## config.mk

```make
export PLATFORM = sky130hd
export DESIGN_NAME = fifo_reader
export DESIGN_NICKNAME = d
export VERILOG_FILES = /design/src/rtl/fifo_pkg.sv /design/src/rtl/fifo_rd_skid.sv /design/src/rtl/fifo_reader.sv
export SDC_FILE = /design/constraint.sdc
export NUM_CORES = 1
export LEC_CHECK = 0
export BUFFER_PORTS_ARGS = -buffer_cell sky130_fd_sc_hd__buf_2
export CORE_ASPECT_RATIO = 0.5
export CORE_MARGIN = 5
export CORE_UTILIZATION = 53
export CTS_BUF_LIST = sky130_fd_sc_hd__clkbuf_4 sky130_fd_sc_hd__clkbuf_8 sky130_fd_sc_hd__clkbuf_16
export DETAILED_ROUTE_END_ITERATION = 10
export GPL_ROUTABILITY_DRIVEN = 0
export PLACE_DENSITY = 0.81
export RECOVER_POWER = 50
export SLEW_MARGIN = 20
export SYNTH_ARGS = -nofsm -noshare
export SYNTH_HDL_FRONTEND = slang
export SYNTH_SLANG_ARGS = --single-unit
```

## constraint.sdc

```tcl
create_clock -name clk -period 1.82 [get_ports clk]
set_input_delay 0.182 -clock clk [delete_from_list [all_inputs] [get_ports clk]]
set_output_delay 0.182 -clock clk [all_outputs]
set_load 0.005 [all_outputs]
```

## src/rtl/fifo_pkg.sv

```systemverilog
// Shared constants and occupancy encoding for the FIFO read-side controller.
package fifo_pkg;
  localparam int          FIFO_WIDTH = 16;
  localparam logic [15:0] CNT_MAX    = 16'hFFFF;

  typedef enum logic [1:0] {
    S_EMPTY = 2'd0,
    S_ONE   = 2'd1,
    S_TWO   = 2'd2
  } occ_e;

  // Buffer level after this edge if nothing new is requested.
  function automatic logic [2:0] occ_after(occ_e s, logic cap, logic pop);
    return {1'b0, s} + {2'b00, cap} - {2'b00, pop};
  endfunction
endpackage

```

## src/rtl/fifo_rd_skid.sv

```systemverilog
// Two-entry output buffer: head feeds the stream, tail absorbs the word that
// lands while the head is stalled.
module fifo_rd_skid
  import fifo_pkg::*;
#(
  parameter int WIDTH = FIFO_WIDTH
) (
  input  logic             clk,
  input  logic             rstn,
  input  logic             flush,
  input  logic             cap,
  input  logic             pop,
  input  logic [WIDTH-1:0] din,
  output logic [WIDTH-1:0] head,
  output logic             valid,
  output occ_e             state
);
  logic [WIDTH-1:0] tail;

  always_ff @(posedge clk or negedge rstn) begin
    if (!rstn) begin
      state <= S_EMPTY;
      valid <= 1'b0;
      head  <= '0;
      tail  <= '0;
    end else if (flush) begin
      state <= S_EMPTY;
      valid <= 1'b0;
    end else begin
      case (state)
        S_EMPTY: if (cap) begin
          head  <= din;
          state <= S_ONE;
          valid <= 1'b1;
        end
        S_ONE: case ({cap, pop})
          2'b10: begin
            tail  <= din;
            state <= S_TWO;
          end
          2'b11: head <= din;
          2'b01: begin
            state <= S_EMPTY;
            valid <= 1'b0;
          end
          default: ;
        endcase
        // A capture without a pop cannot occur here: readp was held off.
        S_TWO: if (pop) begin
          head <= tail;
          if (cap) tail <= din;
          else     state <= S_ONE;
        end
        default: begin
          state <= S_EMPTY;
          valid <= 1'b0;
        end
      endcase
    end
  end
endmodule

```

## src/rtl/fifo_reader.sv

```systemverilog
// Read-side controller: drains a 1-cycle-latency FIFO into a valid/ready stream.
// Define FIFO_READER_CNT_EN to add the saturating rd_count output.
module fifo_reader
  import fifo_pkg::*;
#(
  parameter int WIDTH     = FIFO_WIDTH,
  parameter int BUF_DEPTH = 2
) (
  input  logic             clk,
  input  logic             rstn,
  input  logic             rd_en,
  input  logic             flush,
  input  logic             emptyp,
  input  logic [WIDTH-1:0] fifo_dout,
  output logic             readp,
  output logic [WIDTH-1:0] out_data,
  output logic             out_valid,
  input  logic             out_ready
`ifdef FIFO_READER_CNT_EN
  ,
  output logic [15:0]      rd_count
`endif
);
  logic inflight;
  logic pop;
  occ_e state;

  assign pop = out_valid & out_ready;

  // Only request when the word is guaranteed a slot on arrival.
  assign readp = rstn & rd_en & ~emptyp & ~flush &
                 (occ_after(state, inflight, pop) < 3'(BUF_DEPTH));

  always_ff @(posedge clk or negedge rstn) begin
    if (!rstn) inflight <= 1'b0;
    else       inflight <= readp;
  end

  fifo_rd_skid #(.WIDTH(WIDTH)) u_skid (
    .clk   (clk),
    .rstn  (rstn),
    .flush (flush),
    .cap   (inflight),
    .pop   (pop),
    .din   (fifo_dout),
    .head  (out_data),
    .valid (out_valid),
    .state (state)
  );

`ifdef FIFO_READER_CNT_EN
  always_ff @(posedge clk or negedge rstn) begin
    if (!rstn)                          rd_count <= '0;
    else if (flush)                     rd_count <= '0;
    else if (pop && rd_count != CNT_MAX) rd_count <= rd_count + 16'd1;
  end
`endif
endmodule

```

# Yosys cells after proc, flatten, opt, wreduce, memory -nomap -nowiden
# Index checks and enable logic that the tools add are counted.
# classes
n_reduce_logical	7
magnitude_cmp	1
mux	17
n_addsub	2
n_bitwise	7
n_eq_ne	16
# ops
cell	n
16-bit two-way mux	5
16-bit one-hot mux with 3 select lines	1
16-bit one-hot mux with 2 select lines	1
3-bit inequality test (second input constant)	4
2-bit inequality test (second input constant)	5
5-bit AND reduction	2
2-bit two-way mux	4
2-bit equality test (second input constant)	3
2-bit one-hot mux with 3 select lines	1
1-bit AND	5
2-bit by 1-bit equality test with 1-bit output (second input constant)	2
4-bit by 3-bit inequality test with 1-bit output (second input constant)	1
2-bit one-hot mux with 2 select lines	1
4-bit AND reduction	1
2-bit by 1-bit adder with 3-bit output	1
3-bit by 2-bit < comparator with 1-bit output (second input constant)	1
1-bit two-way mux	3
1-bit one-hot mux with 3 select lines	1
3-bit AND reduction	1
3-bit nonzero test	1
3-bit by 1-bit subtractor with 3-bit output	1
2-bit zero test	1
2-bit by 1-bit inequality test with 1-bit output (second input constant)	1
1-bit inverter	2
2-bit nonzero test	1
# totals
elab_cells	55
input_bits	22
out_inout_bits	18
register_bits	36

# Longest topological paths before layout
# depth
depth_word	5
depth_mapped	7
depth_no_buf	6

# Hierarchy
# Synthesis repeated with hierarchy kept, for this count alone.
# unflattened
hier_cells	117
area_unflattened_um2	1751.7
# by_module_without_submodules
mod	n_inst	cells_per_inst	area_each_um2
fifo_rd_skid	1	108	1646.6
fifo_reader	1	9	105.1

# Worst setup path before layout
# OpenSTA, ideal clock, no wires.
# synth_timing
path_type	flip-flop to output port
start	reg u_skid.valid
end	out readp
slack_ns	0.019
path_buffers	0
arrival_ns	1.619
t_required_ns	1.638
stages_incl_launch_ff	7
cell_sequence	dfrtp_1 nand2_1 xnor2_1 nand2_1 fa_1 xor2_1 nor3_1
# synth_between
elab_chain_len	4
# synth_lines
item	line_no	text
start: declaration	fifo_rd_skid.sv:15	output logic valid,
start signal: assignment	fifo_rd_skid.sv:23	valid <= 1'b0;
start signal: assignment	fifo_rd_skid.sv:28	valid <= 1'b0;
start signal: assignment	fifo_rd_skid.sv:34	valid <= 1'b1;
1-bit AND	fifo_reader.sv:28	assign pop = out_valid & out_ready;
3-bit by 1-bit subtractor with 3-bit output	fifo_pkg.sv:14	return {1'b0, s} + {2'b00, cap} - {2'b00, pop};
3-bit by 2-bit < comparator with 1-bit output	fifo_reader.sv:32	(occ_after(state, inflight, pop) < 3'(BUF_DEPTH));
1-bit AND	fifo_reader.sv:31	assign readp = rstn & rd_en & ~emptyp & ~flush &
end: declaration	fifo_reader.sv:15	output logic readp,
# Every way passes these cells.

# Final worst setup path
# Ends and elaborated chain as after synthesis.

==> flow_summary.toml <==
[cts]
cts.reportedPaths.clkPinSlew_ns = 0.07
clockBufferDepth = 2
h-tree-depth = 2
cts_buffers = 5
cts_tree = "built"
cts-root-buf = "clkbuf_8"
clock_latency_ns = 0.29
cts_num_sinks = 36

[routing]
drt_wl_total_um = 3650
drt_iter0_drc = 47
drt_pre_antenna_iters = 4
post_drt_wl_per_cell_um = 14.6
drc_errors = 0
postRouteAntennaNets = 0
vias = 1289
routed_via_density = 5.16

[timing]
finalHoldViolations = 0
hold_ws_ns = 0.122
setup_violations = 1
fin_skew_ns = 0.00612
relSlewSlack = 0.407
slew_viol_final = 0
grt_setup_unrepaired = "true"
fmax_mhz = 488
fin_ws_ns = -0.227
max_slew.worst_pin.slew_ns = 0.890
fin_crit_sh = 1.12
period_needed_ns = 2.05

[setup_path]
reg2reg_from = "u_skid.state[0]"
critPathRequiredTime_ns = 1.64
path_max_fanout = 3
critical_path_buf_inv_count = 1
cp_slowest_stage_delay_ns = 0.50
reg2reg_depth = 6
cp_slowest_cell = "fa_1"
startpoint = "u_skid.valid"
critPathArrivalTime_ns = 1.87
r2r-end = "u_skid.state[1]"
critPathCaptureType = "output port"
crit_cells = 7
start_kind = "flop"
rrSetupSlack_ns = 0.11
path_delay_family = "adder cells"
crit_path_end = "readp"
path_cells = "nand2_2, xnor2_2, nand2_1, fa_1, nand4b_1, nor3_2, buf_2"
critical_path_class = "reg2out"

[cells_and_area]
antenna_cells = 0
fill_cells = 229
fin_area_um2 = 2190
area_growth_pct = 22.2
final_nets = 233
drive_above_1_share = 0.414

[yosys]
ys_seq_elements = 36
syn_area_per_cell_um2 = 11.5
yosysTopAreaCell = "dfrtp_1"
synth_area_leaders = "dfrtp_1, nand2_1, mux2_4"
syn_inst = 155
yosysSeqAreaShare = 0.503
synth_warnings = 0
synth_area_um2 = 1790
synth_cell_types = 30
netlist.area_leader.share = 0.503
synthFlopType = "dfrtp_1"
async_reset_ff_frac = 1.00
syn_nets = 178
synth_edf_count = 0

[floorplanning]
start_util = 0.574
die_w_um = 92.2
pin_count = 40
die_y_um = 51.1
core-area_um2 = 3120
rows = 14
die-area_um2 = 4710

[job]
maxCapViolCount = 0

[global_route]
grt_pass1_wl_um = 6210
antenna_found_initial = 0
grt_usage = 0.168
gr-total-overflow = 0
grt_pass1_vias = 1365
grt_max_degree = 37

[power]
p_per_area_nw_per_um2 = 885
peakVddDrop_mv = 0.520
p_leak_nw = 1.18

[placed_design]
dp_hpwl_um = 2530
io_buffers = 39
placed_cell_area_um2 = 2060

[outcome]
violations = "setup timing"
status = "finished, violations left"

[worst_hold_path]
hold_path_depth = 2
worstHoldPathType = "in2reg"
worst reg2reg max path, stage by stage (launching register included):
cell     delay, ns
dfrtp_1       0.41
buf_4         0.18
nor2b_1       0.49
buf_4         0.30
a21o_1        0.12
a22oi_1       0.07
nor2_1        0.09
repair_timing:
item                       in CTS  in global routing
setup endpoints to repair       1                  7
setup buffers                   1                  3
hold buffers                    1                  0
resized for setup               2                  1
pin swaps                       0                  1
hold endpoints to repair       36                  0
cell families after synthesis:
logic type | synth area share
compound gates | 0.0455
xor+xnor | 0.00979
fa+ha+maj | 0.0112
buf+inv | 0.0329
flops | 0.503
mux | 0.222
simple gates | 0.175
per-layer routing:
| layer | part of all wire | GRT usage | up-vias |
|---|---|---|---|
| met3 | 0.048 | 0.0484 | 7 |
| met1 | 0.46 | 0.211 | 626 |
| met2 | 0.48 | 0.278 | 30 |
| met4 | 0.012 | 0.0690 | 0 |
| met5 | 0 | 0 | - |
| li1 | - | - | 626 |
where the power goes:
group	switching (W)	total, W	internal (W)	leakage, nW
registers	0.0000652	0.000996	0.000930	0.463
logic	0.000147	0.000387	0.000240	0.673
clock network	0.000277	0.000552	0.000275	0.0445
total	0.000489	0.00193	0.00145	1.18
state kept, by name, summed over array words and instances (netlist names):
name and flops:
u_skid.state 2, u_skid.tail 16, inflight 1, u_skid.valid 1, u_skid.head 16
Yosys cell counts (2+ instances only):
library cell  instances
a21o_1                2
a21oi_1               2
buf_2                 2
buf_6                 4
dfrtp_1              36
mux2_1               10
mux2_2               12
mux2_4               10
nand2_1              50
nand2b_1              3
nand3b_1              2
nor2_1                2
nor2b_1               2
nor3_1                2
through the flow:
step / cells / power [W] / TNS (ns) / setup WS, ns / util
after detailed placement: 238 / 0.00140 / -0.00690 / -0.00690 / 0.660
after CTS: 247 / 0.00195 / -0.228 / -0.228 / 0.694
after floorplan: 155 / 0.00121 / 0 / 0.0186 / -
final: 250 / 0.00193 / -0.227 / -0.227 / 0.701
after global placement: 238 / 0.00138 / 0 / 0.0344 / 0.660
after global routing: 250 / 0.00204 / -0.338 / -0.323 / 0.701
cell type report:
type | count | area (µm²) | area share
clock inverter | 1 | 5.00 | 0.00229
clock buffer | 6 | 76.3 | 0.0349
tap | 40 | 50.0 | 0.0229
sequential | 36 | 901 | 0.412
multi-input combinational | 112 | 845 | 0.386
timing repair buffer | 55 | 310 | 0.142
cell usage in the layout (no fill, tap or decap), types with 2 or more instances in the layout:
cell,count
nand3b_1,2
a21o_1,2
nand2_1,49
mux2_4,10
nor2b_1,2
nor2_1,2
mux2_1,10
clkbuf_8,5
mux2_2,12
nand2b_1,3
clkbuf_1,4
a21oi_1,2
buf_4,14
dfrtp_1,36
buf_2,35
worst min path at each step:
stage / start / endpoint / slack, ns
after floorplan: rstn / inflight / -0.11
after global placement: rstn / inflight / 0.26
after global routing: fifo_dout[2] / u_skid.tail[2] / 0.13
after detailed placement: rstn / inflight / 0.28
after CTS: fifo_dout[4] / u_skid.tail[4] / 0.12
final: fifo_dout[4] / u_skid.tail[4] / 0.12
No activity file was read; power rests on OpenSTA's default activity.
